===== src/rtl/fir_coef_loader.sv =====
// Coefficient reload sequencer for the FIR bank: mutes audio, drains the current pass,
// resets the bank write address, writes MSB/LSB tap pairs from a host byte stream, then restores audio.
`timescale 1ns/1ps

module fir_coef_loader #(
  parameter int NUM_FILTERS = 4,
  parameter int SETTLE_CLKS = 2   // 1..256
) (
  input  logic       clk,
  input  logic       reset,
  input  logic       audio_en_req,
  input  logic       load_start,
  input  logic [3:0] load_filter,
  input  logic [7:0] taps_per_filter,
  input  logic       abort,
  input  logic       byte_valid,
  input  logic [7:0] byte_data,
  output logic       byte_ready,
  input  logic       fir_busy,
  input  logic       wr_addr_zero,
  output logic       audio_en,
  output logic       coef_addr_rst,
  output logic       coefficient_wr_en,
  output logic [3:0] coef_select,
  output logic [7:0] coef_wr_msb_data,
  output logic [7:0] coef_wr_lsb_data,
  output logic       busy,
  output logic       load_done,
  output logic       load_error,
  output logic [7:0] tap_count
);

  localparam logic [4:0] FILTER_LIMIT = 5'(NUM_FILTERS);
  localparam logic [7:0] SETTLE_LAST  = (SETTLE_CLKS > 1) ? 8'(SETTLE_CLKS - 1) : 8'd0;

  typedef enum logic [3:0] {
    S_IDLE,
    S_DRAIN,
    S_ADDR_RST,
    S_ADDR_CHK,
    S_MSB,
    S_LSB,
    S_WRITE,
    S_SETTLE,
    S_RESTORE
  } state_t;

  state_t     state_reg, state_next;
  logic       start_load, done_next, error_next, take;

  logic       audio_en_reg, coef_addr_rst_reg, wr_en_reg, byte_ready_reg;
  logic       busy_reg, load_done_reg, load_error_reg;
  logic [3:0] coef_select_reg;
  logic [7:0] msb_reg, lsb_reg, taps_reg, tap_count_reg, settle_cnt_reg;
  logic       drain_idle_reg;

  // byte_ready_reg is a registered function of the state, so acceptance never loops through byte_valid
  assign take = byte_valid & byte_ready_reg;

  always_comb begin
    state_next = state_reg;
    start_load = 1'b0;
    done_next  = 1'b0;
    error_next = 1'b0;
    case (state_reg)
      S_IDLE: begin
        if (load_start) begin
          if ({1'b0, load_filter} >= FILTER_LIMIT) begin
            error_next = 1'b1;
          end else begin
            start_load = 1'b1;
            state_next = S_DRAIN;
          end
        end
      end
      S_DRAIN: begin
        if (!fir_busy && drain_idle_reg) state_next = S_ADDR_RST;
      end
      S_ADDR_RST: state_next = S_ADDR_CHK;
      S_ADDR_CHK: begin
        if (wr_addr_zero) begin
          state_next = (taps_reg == 8'd0) ? S_SETTLE : S_MSB;
        end else begin
          done_next  = 1'b1;
          error_next = 1'b1;
          state_next = S_RESTORE;
        end
      end
      S_MSB:   if (take) state_next = S_LSB;
      S_LSB:   if (take) state_next = S_WRITE;
      // tap_count_reg already includes the write being issued this cycle
      S_WRITE: state_next = (tap_count_reg == taps_reg) ? S_SETTLE : S_MSB;
      S_SETTLE: begin
        if (settle_cnt_reg == SETTLE_LAST) begin
          done_next  = 1'b1;
          state_next = S_RESTORE;
        end
      end
      S_RESTORE: state_next = S_IDLE;
      default:   state_next = S_IDLE;
    endcase

    // Abort wins over any byte acceptance or pending write in the same cycle
    if (abort && (state_reg != S_IDLE) && (state_reg != S_RESTORE)) begin
      state_next = S_RESTORE;
      done_next  = 1'b1;
      error_next = 1'b1;
    end
  end

  always_ff @(posedge clk or posedge reset) begin
    if (reset) begin
      state_reg         <= S_IDLE;
      audio_en_reg      <= 1'b0;
      coef_addr_rst_reg <= 1'b0;
      wr_en_reg         <= 1'b0;
      byte_ready_reg    <= 1'b0;
      busy_reg          <= 1'b0;
      load_done_reg     <= 1'b0;
      load_error_reg    <= 1'b0;
      drain_idle_reg    <= 1'b0;
      settle_cnt_reg    <= 8'd0;
    end else begin
      state_reg         <= state_next;
      audio_en_reg      <= ((state_next == S_IDLE) || (state_next == S_RESTORE)) ? audio_en_req : 1'b0;
      coef_addr_rst_reg <= (state_next == S_ADDR_RST);
      wr_en_reg         <= (state_next == S_WRITE);
      byte_ready_reg    <= (state_next == S_MSB) || (state_next == S_LSB);
      busy_reg          <= (state_next != S_IDLE);
      load_done_reg     <= done_next;
      load_error_reg    <= error_next;
      drain_idle_reg    <= (state_reg == S_DRAIN) && !fir_busy;
      settle_cnt_reg    <= (state_reg == S_SETTLE) ? settle_cnt_reg + 8'd1 : 8'd0;
    end
  end

  // Bytes and select stay put between writes so the bank sees stable data around each strobe
  always_ff @(posedge clk or posedge reset) begin
    if (reset) begin
      coef_select_reg <= 4'd0;
      taps_reg        <= 8'd0;
      tap_count_reg   <= 8'd0;
      msb_reg         <= 8'd0;
      lsb_reg         <= 8'd0;
    end else begin
      if (start_load) begin
        coef_select_reg <= load_filter;
        taps_reg        <= taps_per_filter;
        tap_count_reg   <= 8'd0;
      end else if (state_next == S_WRITE) begin
        tap_count_reg   <= tap_count_reg + 8'd1;
      end
      if ((state_reg == S_MSB) && (state_next == S_LSB))   msb_reg <= byte_data;
      if ((state_reg == S_LSB) && (state_next == S_WRITE)) lsb_reg <= byte_data;
    end
  end

  assign audio_en          = audio_en_reg;
  assign coef_addr_rst     = coef_addr_rst_reg;
  assign coefficient_wr_en = wr_en_reg;
  assign coef_select       = coef_select_reg;
  assign coef_wr_msb_data  = msb_reg;
  assign coef_wr_lsb_data  = lsb_reg;
  assign byte_ready        = byte_ready_reg;
  assign busy              = busy_reg;
  assign load_done         = load_done_reg;
  assign load_error        = load_error_reg;
  assign tap_count         = tap_count_reg;

endmodule


===== config.mk =====
export PLATFORM = sky130hd
export DESIGN_NAME = fir_coef_loader
export DESIGN_NICKNAME = d
export VERILOG_FILES = /design/src/rtl/fir_coef_loader.sv
export SDC_FILE = /design/constraint.sdc
export NUM_CORES = 1
export LEC_CHECK = 0
export CAP_MARGIN = 5
export CORE_UTILIZATION = 53
export DETAILED_ROUTE_END_ITERATION = 16
export PLACE_DENSITY_LB_ADDON = 0.1
export SYNTH_ARGS = -nofsm -noshare
export SYNTH_HDL_FRONTEND = slang
export SYNTH_SLANG_ARGS = --single-unit

===== constraint.sdc =====
create_clock -name clk -period 6.45 [get_ports clk]
set_clock_uncertainty 0.05 [all_clocks]
set_input_delay 1.29 -clock clk [delete_from_list [all_inputs] [get_ports clk]]
set_output_delay 1.29 -clock clk [all_outputs]
set_load 0.01 [all_outputs]

==> run summary <==
Setup bufs post-CTS -> 0
Cell Rows -> 25
Routed WL -> 5073 um
Fmax -> 275.6 MHz
Vias in the first global route -> 1820
IO Count -> 63
Placed Cells -> 355
Fill cells -> 379
Post-synth EDFFs -> 0
H-tree Lvls -> 2
DIE HEIGHT -> 71.99 um
Hold Path Origin -> coef_wr_lsb_data[0]
Reg clk slew, reported paths -> 0.09 ns
Data required, critical path -> 6.63 ns
Die area -> 5183 um^2
Post-Synthesis Mean Instance Area -> 11.05 um^2
Pre-CTS setup slack -> 2.506 ns
Initial core utilization -> 0.5497
Number of diodes -> 0
Worst-Skew Late Latency -> 0.30 ns
TritonCTS buffer count -> 5
Area Growth Syn to Fin -> 29.69%
Setup TNS -> 0 ns
Hold WC Path Type -> register to register
Clock sink count -> 56
Placer Congestion -> 0.7527
Synth cell types -> 48
Synth async-reset ratio -> 1.000
Via count -> 1902
Mapped Nets -> 266
Buffers added on ports -> 62
HPWL after DPL -> 3548 um
CTS tree -> built
Seq/Total Area, Yosys -> 0.5398
Synth top area cells -> dfrtp_1 (54%), mux2_2 (7.8%), nand2_1 (5.3%), xor2_1 (4.0%), nand3_1 (2.3%)
Top-area cell type share of the netlist area -> 0.5398
Crit path DAT -> 3.81 ns
Max-slew headroom -> 0.3704
Reg2Reg Setup Slack -> 3.61 ns
CP Capture Type -> register
Period utilisation layout -> 0.5625
Finished Core Util -> 0.7128
Top post-synthesis cells by count -> dfrtp_1 (56), nand2_1 (37), mux2_2 (18), nor2_1 (13)
Post-route minimum period -> 3.628 ns
Most frequent cell after synthesis -> dfrtp_1
Wirelength per Cell -> 13.98 um
Outcome -> completed
Reg2reg path depth -> 5
Largest net degree at the start of global routing -> 57
Synth warnings -> 0
Final hold violations -> 0
DR iter-0 viols -> 133
RSZ-0062 raised after global routing -> false
Flops & latches, synth -> 56
Startpoint types -> input pin
Hold path cells -> 2
Hold Path End -> coef_wr_lsb_data[0]
Final Non-Filler Cells -> 363
GRT Util Overall -> 0.2142
Post-cts resize count -> 0
Slew @ Worst Pin -> 0.9417 ns
Cell taking the most area after synthesis -> dfrtp_1
Post-synth top flop -> dfrtp_1
Mapped Area -> 2596 um^2
CTS max path bufs -> 2
Critical path type -> input pin to register
Chip Width -> 71.99 um
Final hold slack -> 0.4268 ns
Max FO, Critical Path -> 20
ANT nets after route -> 0
R2r endpoint -> tap_count[3]
Final setup vio count -> 0
Mapped Cells -> 235
Core region area -> 4723 um^2
Leak pwr -> 1.496 nW
First-pass GRT wire length -> 8576 um
Reg area -> 1401 um^2
Root buffer cell -> clkbuf_8
Multi-input logic area -> 1135 um^2
R2r startpoint -> state_reg[2]
Final number of max-transition violations -> 0
VDD IR max -> 0.1542 mV
GRT overflow -> 0
Max_cap viols -> 0
Share of cells above drive strength 1 -> 0.1318
Antenna violations before repair -> 0
PwrDens -> 267.8 nW/um^2
# hold bufs at CTS -> 0
Initial DRT Pass Iterations -> 4
DRC viols -> 0
Fin worst setup slack -> 2.822 ns
Nets -> 326
Via-per-instance ratio -> 5.240
==> cell families (layout without fill, tap and decap cells) <==
logic type / Yosys count / in the layout / share of synthesized area
muxes: 19 / 19 / 0.08193
buffers and inverters: 13 / 74 / 0.02313
adders and majority gates: 3 / 3 / 0.01446
and+or+nand+nor: 102 / 102 / 0.2034
xor gates and xnor gates: 17 / 17 / 0.05735
DFF: 56 / 56 / 0.5398
AOI/OAI and AO/OA: 25 / 25 / 0.08000
==> cell type report <==
| class | count | area share |
|---|---|---|
| clock buffer | 6 | 0.02155 |
| sequential | 56 | 0.4162 |
| inverter | 3 | 0.003344 |
| tap | 67 | 0.02490 |
| timing repair buffer | 63 | 0.1865 |
| multi-input combinational | 166 | 0.3370 |
| clock inverter | 2 | 0.01041 |
==> metrics by stage <==
step                total power, W  area (um^2)
CTS                      0.0009102         3367
finish                   0.0009017         3367
global route             0.0009512         3367
floorplan                0.0005941         2596
global placement         0.0006834         3259
detailed placement       0.0006886         3259
==> how the worst max path moves through the flow <==
stage	from	end	slack (ns)	depth (start not counted)
after detailed placement	fir_busy	tap_count[3]	2.51	6
final	fir_busy	tap_count[3]	2.82	6
after CTS	fir_busy	tap_count[3]	2.81	6
after floorplan	wr_addr_zero	coef_wr_msb_data[0]	3.65	5
after global placement	fir_busy	tap_count[3]	2.56	6
after global routing	fir_busy	tap_count[3]	2.61	6
==> where the power goes <==
group          switching [W]  internal, W
combinational      0.0000896     0.000132
sequential         0.0000502     0.000407
clock               0.000108     0.000115
==> cell usage in the layout, fill, tap and decap left out, types with 2 or more instances in the layout <==
master	Yosys	routed
nand2b_1	2	2
clkdlybuf4s50_1	0	62
and3_1	5	5
xnor2_1	5	5
inv_2	1	2
and2_1	6	6
mux2_2	18	18
o211ai_1	3	3
or3_1	2	2
nor4b_1	4	4
nor2b_1	4	4
nand3_1	12	12
nor2_1	13	13
a31o_2	2	2
nor4_1	5	5
dfrtp_1	56	56
nor3_1	3	3
ha_1	3	3
o21ai_0	5	5
nand2_1	37	37
clkbuf_8	0	5
a21oi_1	2	2
xor2_1	12	12
or2_2	2	2
==> metal layers <==
metal | vias to the layer above | track usage | part of all wire
met4 | 0 | 0.05229 | 0.010
met3 | 6 | 0.04306 | 0.042
li1 | 938 | - | -
met1 | 917 | 0.2875 | 0.46
met2 | 41 | 0.3616 | 0.49
met5 | - | 0 | 0
==> critical path, cell delays in order <==
cell,delay (ns)
clkdlybuf4s50_1,0.44
or3b_1,0.37
a211oi_2,0.41
nand3_1,0.59
or3_1,0.56
a21boi_1,0.15
No activity file was read; power rests on OpenSTA's default activity.
